`src/rtl/imem_uart_loader_pkg.sv`:
```
// Shared definitions for the UART boot loader: frame field widths, sync marker
// and the loader state encoding.
package imem_uart_loader_pkg;

  localparam int unsigned BYTE_W    = 8;
  localparam int unsigned WORD_W    = 32;
  localparam int unsigned ADDR_W    = 32;
  localparam int unsigned COUNT_W   = 16;
  localparam int unsigned CNT_EXT_W = COUNT_W + 1;

  localparam logic [BYTE_W-1:0] SYNC_BYTE_DEFAULT = 8'hA5;

  typedef enum logic [2:0] {
    IDLE,
    LEN0,
    LEN1,
    DATA,
    CSUM,
    DONE,
    ERR
  } loader_state_t;

  // Word index to byte address in the fetch PC space.
  function automatic logic [ADDR_W-1:0] word_to_byte_addr(input logic [COUNT_W-1:0] idx);
    return ADDR_W'({idx, 2'b00});
  endfunction

endpackage

```
`src/rtl/loader_timeout_counter.sv`:
```
// Idle-cycle watchdog between received bytes; expired_c flags the cycle in
// which the idle count reaches TIMEOUT_CYCLES.
module loader_timeout_counter #(
  parameter int unsigned TIMEOUT_CYCLES = 1000000
) (
  input  logic clk,
  input  logic reset,
  input  logic enable,
  input  logic clear,
  output logic expired_c
);

  localparam int unsigned CNT_W = (TIMEOUT_CYCLES > 2) ? $clog2(TIMEOUT_CYCLES) : 1;
  localparam logic [CNT_W-1:0] LAST = CNT_W'(TIMEOUT_CYCLES - 1);

  logic [CNT_W-1:0] cnt;

  always_ff @(posedge clk or posedge reset) begin
    if (reset) begin
      cnt <= '0;
    end else if (!enable || clear) begin
      cnt <= '0;
    end else if (cnt != LAST) begin
      cnt <= cnt + CNT_W'(1);
    end
  end

  assign expired_c = enable && !clear && (cnt == LAST);

endmodule

```
`src/rtl/imem_uart_loader.sv`:
```
// Receives a framed program image over UART and writes it into instruction
// memory while holding the core in reset.
module imem_uart_loader
  import imem_uart_loader_pkg::*;
#(
  parameter int unsigned       MEM_WORDS      = 256,
  parameter int unsigned       TIMEOUT_CYCLES = 1000000,
  parameter logic [BYTE_W-1:0] SYNC_BYTE      = SYNC_BYTE_DEFAULT
) (
  input  logic              clk,
  input  logic              reset,
  input  logic [BYTE_W-1:0] rx_data,
  input  logic              rx_valid,
  output logic              imem_we,
  output logic [ADDR_W-1:0] imem_addr,
  output logic [WORD_W-1:0] imem_wdata,
  output logic              cpu_hold,
  output logic              load_done,
  output logic              load_error
);

  localparam logic [CNT_EXT_W-1:0] MEM_WORDS_L = CNT_EXT_W'(MEM_WORDS);

  loader_state_t      state;
  logic [COUNT_W-1:0] count;
  logic [COUNT_W-1:0] word_index;
  logic [1:0]         byte_idx;
  logic [23:0]        word_lo;
  logic [BYTE_W-1:0]  csum;
  logic               in_frame_c;
  logic               timeout_c;

  assign in_frame_c = (state == LEN0) || (state == LEN1) ||
                      (state == DATA) || (state == CSUM);

  loader_timeout_counter #(
    .TIMEOUT_CYCLES(TIMEOUT_CYCLES)
  ) u_timeout (
    .clk      (clk),
    .reset    (reset),
    .enable   (in_frame_c),
    .clear    (rx_valid),
    .expired_c(timeout_c)
  );

  always_ff @(posedge clk or posedge reset) begin
    if (reset) begin
      state      <= IDLE;
      count      <= '0;
      word_index <= '0;
      byte_idx   <= '0;
      word_lo    <= '0;
      csum       <= '0;
      imem_we    <= 1'b0;
      imem_addr  <= '0;
      imem_wdata <= '0;
      cpu_hold   <= 1'b1;
      load_done  <= 1'b0;
      load_error <= 1'b0;
    end else begin
      imem_we <= 1'b0;
      case (state)
        IDLE, DONE, ERR: begin
          if (rx_valid && (rx_data == SYNC_BYTE)) begin
            state      <= LEN0;
            cpu_hold   <= 1'b1;
            load_done  <= 1'b0;
            load_error <= 1'b0;
            csum       <= '0;
            word_index <= '0;
            byte_idx   <= '0;
            count      <= '0;
          end
        end

        LEN0: begin
          if (timeout_c) begin
            state      <= ERR;
            load_error <= 1'b1;
          end else if (rx_valid) begin
            count[7:0] <= rx_data;
            state      <= LEN1;
          end
        end

        // Range check uses the full count formed with the incoming high byte.
        LEN1: begin
          if (timeout_c) begin
            state      <= ERR;
            load_error <= 1'b1;
          end else if (rx_valid) begin
            count[15:8] <= rx_data;
            if ({1'b0, rx_data, count[7:0]} > MEM_WORDS_L) begin
              state      <= ERR;
              load_error <= 1'b1;
            end else if ({rx_data, count[7:0]} == '0) begin
              state <= CSUM;
            end else begin
              state <= DATA;
            end
          end
        end

        DATA: begin
          if (timeout_c) begin
            state      <= ERR;
            load_error <= 1'b1;
          end else if (rx_valid) begin
            csum     <= csum + rx_data;
            byte_idx <= byte_idx + 2'd1;
            case (byte_idx)
              2'd0: word_lo[7:0]   <= rx_data;
              2'd1: word_lo[15:8]  <= rx_data;
              2'd2: word_lo[23:16] <= rx_data;
              default: begin
                if ({1'b0, word_index} < MEM_WORDS_L) begin
                  imem_we    <= 1'b1;
                  imem_addr  <= word_to_byte_addr(word_index);
                  imem_wdata <= {rx_data, word_lo};
                end
                word_index <= word_index + COUNT_W'(1);
                if (word_index == count - COUNT_W'(1)) begin
                  state <= CSUM;
                end
              end
            endcase
          end
        end

        CSUM: begin
          if (timeout_c) begin
            state      <= ERR;
            load_error <= 1'b1;
          end else if (rx_valid) begin
            if (rx_data == csum) begin
              state     <= DONE;
              cpu_hold  <= 1'b0;
              load_done <= 1'b1;
            end else begin
              state      <= ERR;
              load_error <= 1'b1;
            end
          end
        end

        default: state <= IDLE;
      endcase
    end
  end

endmodule

```
`config.mk`:
```
export PLATFORM = sky130hd
export DESIGN_NAME = imem_uart_loader
export DESIGN_NICKNAME = d
export VERILOG_FILES = /design/src/rtl/imem_uart_loader_pkg.sv /design/src/rtl/loader_timeout_counter.sv /design/src/rtl/imem_uart_loader.sv
export SDC_FILE = /design/constraint.sdc
export NUM_CORES = 1
export LEC_CHECK = 0
export ABC_AREA = 1
export BUFFER_PORTS_ARGS = -buffer_cell sky130_fd_sc_hd__buf_2
export CAP_MARGIN = 20
export CORE_MARGIN = 2
export CORE_UTILIZATION = 40
export DETAILED_ROUTE_END_ITERATION = 16
export GPL_ROUTABILITY_DRIVEN = 0
export PLACE_DENSITY_LB_ADDON = 0.15
export SLEW_MARGIN = 10
export SYNTH_ARGS = -nofsm -noshare
export SYNTH_HDL_FRONTEND = slang
export SYNTH_SLANG_ARGS = --single-unit
export TNS_END_PERCENT = 100
```
`constraint.sdc`:
```
create_clock -name clk -period 7 [get_ports clk]
set_input_delay 1.05 -clock clk [delete_from_list [all_inputs] [get_ports clk]]
set_output_delay 1.05 -clock clk [all_outputs]
set_load 0.01 [all_outputs]
```
### After elaboration in Yosys (flattened, before gate mapping)

Cells that the tools add are included.

* bits of input ports: 11
* output and inout port bits: 68
* bits in registers: 141
* word-level logic and storage cells: 147

* bitwise gates (word level): 2
* equality and inequality tests: 33
* add/sub/neg operators: 5
* reduce and logical (&&, ||, !) cells: 32
* multiplexer cells: 57
* magnitude comparators: 2

Operators with widths (number)
* 16-bit two-way mux: 4
* 8-bit one-hot mux with 2 select lines: 3
* 20-bit two-way mux: 2
* 8-bit two-way mux: 5
* 3-bit two-way mux: 13
* 16-bit one-hot mux with 2 select lines: 1
* 4-bit AND reduction: 6
* 20-bit by 1-bit adder with 20-bit output, second input constant: 1
* 20-bit == test, second input constant: 1
* 1-bit two-way mux: 20
* 2-bit inequality test, second input constant: 10
* 20-bit inequality test, second input constant: 1
* 3-bit inequality test, second input constant: 6
* 16-bit by 1-bit adder with 16-bit output, second input constant: 1
* 16-bit == test: 1
* 16-bit by 9-bit > comparator with 1-bit output, second input constant: 1
* 16-bit logical NOT: 1
* 16-bit by 9-bit < comparator with 1-bit output, second input constant: 1
* 16-bit by 1-bit subtractor with 16-bit output, second input constant: 1
* 3-bit one-hot mux with 5 select lines: 1
* 5-bit AND reduction: 3
* 7-bit AND reduction: 2
* 2-bit nonzero test: 5
* 3-bit == test, second input constant: 3
* 23 further kinds: 38

### Longest topological paths before layout

Gate-level depths: netlist of the first run.

* depth after elaboration: 8
* depth in mapped cells: 16
* mapped depth without buffers: 16

### Cells and area by module

From an unflattened synthesis of the first run, not the netlist that was laid out.

* cell total of the unflattened synthesis: 991
* area total of the unflattened synthesis: 7627.3 um2

By module, submodules not included
* imem_uart_loader: area an instance 6281.0 um2, seq. area each 3029.2 um2, times used 1, cells an instance 787
* loader_timeout_counter: area an instance 1346.3 um2, seq. area each 500.5 um2, times used 1, cells an instance 204

### Least setup slack after synthesis of the first run

Ideal clock, no wire load.

* kind: input-to-reg
* start: input port rx_data[0]
* end: register csum[6]
* path slack: 4.611 ns
* path buffers: 0
* cell stages on the path: 9
* required time: 6.873 ns
* arrival: 2.262 ns
* setup time: 0.127 ns
* cells stage by stage: ha_1 > fa_1 > nand3_1 > nand2_1 > nand2_1 > nand2_1 > a21oi_1 > xor2_1 > o21ai_0

* word-level cells in the longest chain between the ends: 4
* elaborated cells on any way between the ends: 8
* classes of those cells: 1 x add/sub; 2 x eq/ne; 3 x mux; 2 x reduce/logical

Ends and longest elaborated chain
* start, declared: line imem_uart_loader.sv:12 `input logic [BYTE_W-1:0] rx_data,`
* 8-bit adder or 8-bit == test (tied branches): line imem_uart_loader.sv:109, imem_uart_loader.sv:64
* 8-bit two-way mux or 1-bit logical AND (tied branches): line imem_uart_loader.sv:108, imem_uart_loader.sv:64
* 8-bit two-way mux or 2-bit inequality test (tied branches)
* 8-bit one-hot mux with 2 select lines or 4-bit AND reduction (tied branches)
* end signal, assigned: line imem_uart_loader.sv:109 `csum <= csum + rx_data;`
* end, declared: line imem_uart_loader.sv:29 `logic [BYTE_W-1:0] csum;`

Several ways; a longest one is shown, not always the timed one. The select of a mux whose other input is x is not followed.
A chain may end at the register's enable or synchronous reset.

### Final worst setup path of the first run

* start: input port rx_valid
* end: register imem_wdata[10]

* word-level cells in the longest chain between the ends: 5

Ends and longest elaborated chain
* start, declared: line imem_uart_loader.sv:13 `input logic rx_valid,`
* 1-bit logical NOT: line loader_timeout_counter.sv:28 `assign expired_c = enable && !clear && (cnt == LAST);`
* 1-bit logical AND (2 in series): line loader_timeout_counter.sv:28
* 1-bit inverter (no source line)
* 5-bit AND reduction (no source line) *
* end signal, assigned: line imem_uart_loader.sv:119 `imem_wdata <= {rx_data, word_lo};`
* end, declared: line imem_uart_loader.sv:16 `output logic [WORD_W-1:0] imem_wdata,`

Mark *: on every way between the ends. The rest lies on a longest branch, timed or not.

==> impl_metrics.csv, run 1 <==
group,metric,value,unit
run_status,status,"finished clean",
sta,worstMarginPinSlew,966,ps
synth,synth_enable_flop_cells,0,
synth,synth_top_family_by_area,"simple AND/OR/NAND/NOR gates",
detailed_routing,num_vias,5960,
synth,synth_simple_gate_area_share,26.9,%
cells_and_area,syn_to_final_growth,12.3,%
sta,fmax,383,MHz
run,drv_cap,0,
clock_tree,clkTransAtPathRegs,70,ps
cells_and_area,finalNetCount,1003,
global_routing,grt_max_degree,76,
clock_tree,cts_buffers,17,
floorplanning,io_pins,79,
synth,netlist_area,0.00756,sq mm
synth,synthMuxAreaShare,0,%
sta,timing.final.crit_share,37.3,%
clock_tree,clock_sinks,141,
clock_tree,hold_buffers,0,
sta,hold_viol,0,
synth,syn_area_per_cell,8.18,sq um
clock_tree,cts_tree,"done",
cells_and_area,fin_area,0.00849,sq mm
sta,min_period,2610,ps
floorplanning,core,0.0186,sq mm
floorplanning,start_util,40.6,%
synth,synth_seq_cells,141,
sta,tns,0,ps
cells_and_area,fillers,1879,
clock_tree,clk_path_buf_depth,2,
detailed_routing,viasPerCell,4.87,
sta,holdWs,458,ps
detailed_routing,wl,17600,um
power,p_per_area,363,mW/mm^2
synth,synth_ff_type,"dfrtp_1",
floorplanning,die-height,141,um
synth,synthAdderAreaFrac,2.75,%
place,port_buffers,62,
global_routing,antenna_found_initial,0,
clock_tree,post_cts_buffers,0,
worst_setup_path,r2r_slack,4450,ps
clock_tree,clockRootBuffer,"clkbuf_16",
detailed_routing,final_antenna_net_count,0,
synth,ys_async_sr_fraction,100,%
synth,ys_seq_area_share,46.7,%
global_routing,first_global_vias,5666,
worst_setup_path,arrival,2980,ps
synth,netlist_instances,924,
power,peakVddDrop,242,uV
detailed_routing,wl_per_cell,14.4,um
global_routing,overflow,0,
floorplanning,rows,50,
global_routing,grt_pass1_wl,29300,um
sta,drv_slew,0,
detailed_routing,route.detailed.drc,0,
global_routing,grt_usage,18.4,%
sta,rsz0062_at_grt,"no",
detailed_routing,drt-pass1-iter-count,4,
place,place_inst,1191,
floorplanning,die_x,141,um
synth,ys_types,46,
worst_setup_path,cp-end-kind,"register",
cells_and_area,fin_cells,1223,
floorplanning,fp.dieArea,0.0200,sq mm
cells_and_area,drive_above_1_share,16.1,%
place,place_area,0.00791,sq mm
synth,ys_warn_count,0,
clock_tree,cts.htree.levels,4,
worst_setup_path,path_class,"input port to register",
worst_setup_path,cp_max_fo,56,
cells_and_area,most-common-layout-cells,"nand2_1, dfrtp_1, inv_1, nor2_1, buf_2",
synth,synth_compound_gate_area_share,11.1,%
cells_and_area,final_common_cell,"nand2_1",
place,dp_hpwl,12400,um
cells_and_area,antenna_cells,0,
sta,clock_skew,9.10,ps
place,pre_cts_ws,3910,ps
worst_setup_path,cp-start-kind,"input port",
hold_path,hp-class,"register to register",
power,p_leak,4.27,nW
clock_tree,clock_latency,430,ps
sta,fin_ws,4390,ps
sta,finalSetupViolCount,0,
sta,maxSlewHeadroom,35.6,%
worst_setup_path,required,7360,ps
synth,synth_xor_area_share,3.71,%
clock_tree,post_cts_resized,0,
detailed_routing,drt_iter0_markers,427,
-- routing by layer --
layer	track usage (%)	part of all wire (%)	vias to the layer above
li1	-	-	3070
met1	26.9	51	2778
met2	27.7	44	96
met3	2.97	3.2	16
met4	6.21	1.2	0
met5	0	0	-
-- power by group --
group	internal [mW]	switching, mW
combinational	0.366	0.737
clock	0.503	0.396
sequential	0.957	0.123
-- synth_stat cells, types with 10 or more instances --
cell type,n,area (sq um)
a21oi_1,19,95.1
buf_4,20,150
buf_6,10,113
dfrtp_1,140,3500
ha_1,15,188
inv_1,76,285
inv_2,12,45.0
nand2_1,297,1110
nand3_1,33,165
nand4_1,12,75.1
nor2_1,65,244
nor3_1,21,105
o21ai_0,31,155
o21ai_1,32,160
o21ai_2,21,184
o31ai_1,16,120
xor2_1,23,201
-- registers in the layout, summed over array words and instances, names as in the netlist, 2 cells and up --
signal and cells:
byte_idx 2, count 16, csum 8, imem_addr 16, imem_wdata 32, state 3, u_timeout.cnt 20, word_index 16
word_lo 24
-- cells by family (layout without fill, tap and decap cells) --
family,count (synthesis),after routing
and+or+nand+nor,467,467
DFF,141,141
buffers and inverters,134,184
AOI/OAI and AO/OA,133,133
xor gates and xnor gates,32,32
adders and majority gates,16,16
other,1,16
-- stage by stage --
step	util [%]	total power, mW
CTS	45.5	3.11
global placement	42.4	2.20
global route	45.5	3.32
finish	45.5	3.08
detailed placement	42.4	2.20
floorplan	-	2.00
-- area by class of cell --
| cell class | instances | area [sq um] | area share [%] |
|---|---|---|---|
| Inverter | 88 | 335 | 3.95 |
| Clock inverter | 14 | 149 | 1.75 |
| Clock buffer | 18 | 429 | 5.05 |
| Timing Repair Buffer | 64 | 325 | 3.83 |
| Sequential cell | 141 | 3530 | 41.6 |
| Multi-Input combinational cell | 664 | 3430 | 40.4 |
| Tap cell | 234 | 293 | 3.45 |
-- worst paths after layout --
path,startpoint,to,cells past startpoint
min,word_lo[15],imem_wdata[15],2
max in group asynchronous,reset,count[14],3
min reg2reg,word_lo[15],imem_wdata[15],2
max reg2reg,state[0],count[12],7
min in group asynchronous,reset,imem_addr[17],2
max,rx_valid,imem_wdata[10],8
-- worst max-delay path: stages --
cell and delay [ps]:
buf_2 260, inv_1 170, nor4_1 260, nand3_2 100, buf_4 330, inv_2 550
nand2_1 120, nand2_1 80
Power figures use the tool's default switching activity.
==> inputs of run 2 (changes only) <==
==> constraint.sdc (replaced) <==
create_clock -name clk -period 2.4 [get_ports clk]
set_input_delay 0.36 -clock clk [delete_from_list [all_inputs] [get_ports clk]]
set_output_delay 0.36 -clock clk [all_outputs]
set_load 0.01 [all_outputs]
==> run 2 against run 1 <==
Sequential power rose to 2.9 times the previous value. Routed wire length down 0.94%. Clock power rose to 2.8 times the previous value. Critical path depth up 7. Sequential cell count unchanged. Count of clock-buffer cells in the layout down 1. Largest power group unchanged. Global-route usage up 0.055 points.
==> impl_metrics.csv, run 2 (synthesis results as in run 1) <==
group,metric,value,unit
run_status,status,"finished clean",
clock_tree,clockRootBuffer,"clkbuf_16",
global_routing,first_global_vias,5787,
worst_setup_path,required,2710,ps
global_routing,antenna_found_initial,0,
clock_tree,cts.htree.levels,4,
detailed_routing,num_vias,6018,
cells_and_area,drive_above_1_share,17.3,%
cells_and_area,most-common-layout-cells,"nand2_1, dfrtp_1, inv_1, nor2_1, buf_2",
detailed_routing,drt_iter0_markers,387,
clock_tree,clk_path_buf_depth,2,
detailed_routing,wl_per_cell,14.1,um
place,dp_hpwl,12700,um
floorplanning,rows,50,
sta,fmax,474,MHz
power,seqPwrFrac,35.0,%
cells_and_area,fillers,1868,
floorplanning,start_util,40.6,%
floorplanning,fp.dieArea,0.0200,sq mm
cells_and_area,antenna_cells,0,
clock_tree,clock_latency,420,ps
cells_and_area,top_register,"imem_wdata",
power,pwr-share-clk,28.4,%
clock_tree,post_cts_resized,0,
sta,fin_ws,291,ps
global_routing,grt_usage,18.4,%
clock_tree,clock_sinks,141,
sta,worstMarginPinSlew,751,ps
sta,drv_slew,0,
hold_path,hp-class,"input port to asynchronous set/reset pin",
clock_tree,clkTransAtPathRegs,60,ps
sta,clock_skew,11.2,ps
power,finalPower,9.02,mW
worst_setup_path,cp-end-kind,"register",
power,switching_share,39.4,%
cells_and_area,top_regs,"imem_wdata x32, word_lo x24, u_timeout.cnt x20",
sta,hold_viol,0,
cells_and_area,final_common_cell,"nand2_1",
worst_setup_path,cp_slowest_stage_delay,410,ps
worst_setup_path,arrival,2420,ps
global_routing,grt_max_degree,36,
place,place_inst,1206,
cells_and_area,largest_reg_flops,32,
floorplanning,die_x,141,um
clock_tree,post_cts_buffers,0,
detailed_routing,final_antenna_net_count,0,
worst_setup_path,cp-start-kind,"register",
sta,tns,0,ps
clock_tree,cts_buffers,17,
power,switchingPower,3.55,mW
sta,rsz0062_at_grt,"no",
sta,min_period,2110,ps
worst_setup_path,r2r_slack,290,ps
cells_and_area,finalNetCount,1018,
worst_setup_path,path_buf_inv,2,
cells_and_area,syn_to_final_growth,14.5,%
place,port_buffers,62,
power,p_per_area,1040,mW/mm^2
worst_setup_path,cp_top_family,"simple AND/OR/NAND/NOR gates",
worst_setup_path,critPathSlowestCell,"dfrtp_1",
worst_setup_path,crit_chain,"inv_1 > ha_1 > nand2_1 > nor2_1 > nand2_1 > nand2_1 > nand2_1 > inv_1 > nand3_1 > nor2_1 > nand3_1 > nand2_1 > nand2_1 > nand2_1 > nand2_1",
global_routing,grt_pass1_wl,29400,um
sta,finalSetupViolCount,0,
sta,maxSlewHeadroom,49.8,%
floorplanning,core,0.0186,sq mm
cells_and_area,fin_cells,1236,
worst_setup_path,path_class,"register to register",
clock_tree,hold_buffers,0,
power,peakVddDrop,547,uV
sta,holdWs,4.40,ps
floorplanning,die-height,141,um
run,drv_cap,0,
sta,timing.final.crit_share,87.9,%
power,p_leak,4.37,nW
worst_setup_path,worst_path_most_repeated_cell,"nand2_1",
floorplanning,io_pins,79,
detailed_routing,route.detailed.drc,0,
global_routing,overflow,0,
detailed_routing,viasPerCell,4.87,
detailed_routing,drt-pass1-iter-count,5,
detailed_routing,wl,17400,um
clock_tree,cts_tree,"done",
worst_setup_path,cp_max_fo,5,
power,combPwrFrac,36.6,%
power,intPower,5.47,mW
place,pre_cts_ws,298,ps
run 2: cell types whose count changed in the layout (fill, tap and decap cells not counted), sizes merged:
cell	change
clkinv	+5
buf	+15
bufinv	+1
inv	-7
clkbuf	-1
run 2: final timing paths:
| check | endpoint | cells after the start | from |
|---|---|---|---|
| setup / recovery | state[1] | 15 | count[0] |
| hold / removal | imem_addr[17] | 2 | reset |
| setup reg to reg | state[1] | 15 | count[0] |
| hold reg to reg | imem_wdata[8] | 2 | word_lo[8] |
| max in group asynchronous | cpu_hold | 3 | reset |
| min in group clk | count[13] | 3 | rx_data[5] |
run 2: power by group through the flow:
stage / logic [mW] / registers (mW) / clock network (mW)
finish: 3.30 / 3.15 / 2.56
global route: 3.78 / 3.22 / 2.73
CTS: 3.32 / 3.16 / 2.61
detailed placement: 3.31 / 3.20 / 0
global placement: 3.31 / 3.19 / 0
floorplan: 2.71 / 3.11 / 0
run 2: stage by stage:
step | area (sq um) | utilization (%)
global placement | 8090 | 43.4
finish | 8660 | 46.4
global route | 8660 | 46.4
detailed placement | 8090 | 43.4
floorplan | 7620 | -
CTS | 8660 | 46.4
run 2: per-layer routing:
layer  track usage [%]  part of all wire (%)
met3              3.04                   3.1
met5                 0                     0
met1              27.0                    51
met4              5.53                   1.3
met2              28.1                    44
run 2: cell type report:
| class | instances | area, sq um | area share (%) |
|---|---|---|---|
| clock inverter | 13 | 144 | 1.66 |
| sequential | 141 | 3530 | 40.8 |
| clock buffer | 17 | 425 | 4.91 |
| inverter | 88 | 334 | 3.86 |
| timing repair buffer | 79 | 500 | 5.78 |
| tap | 234 | 293 | 3.38 |
| multi-input combinational | 664 | 3430 | 39.6 |
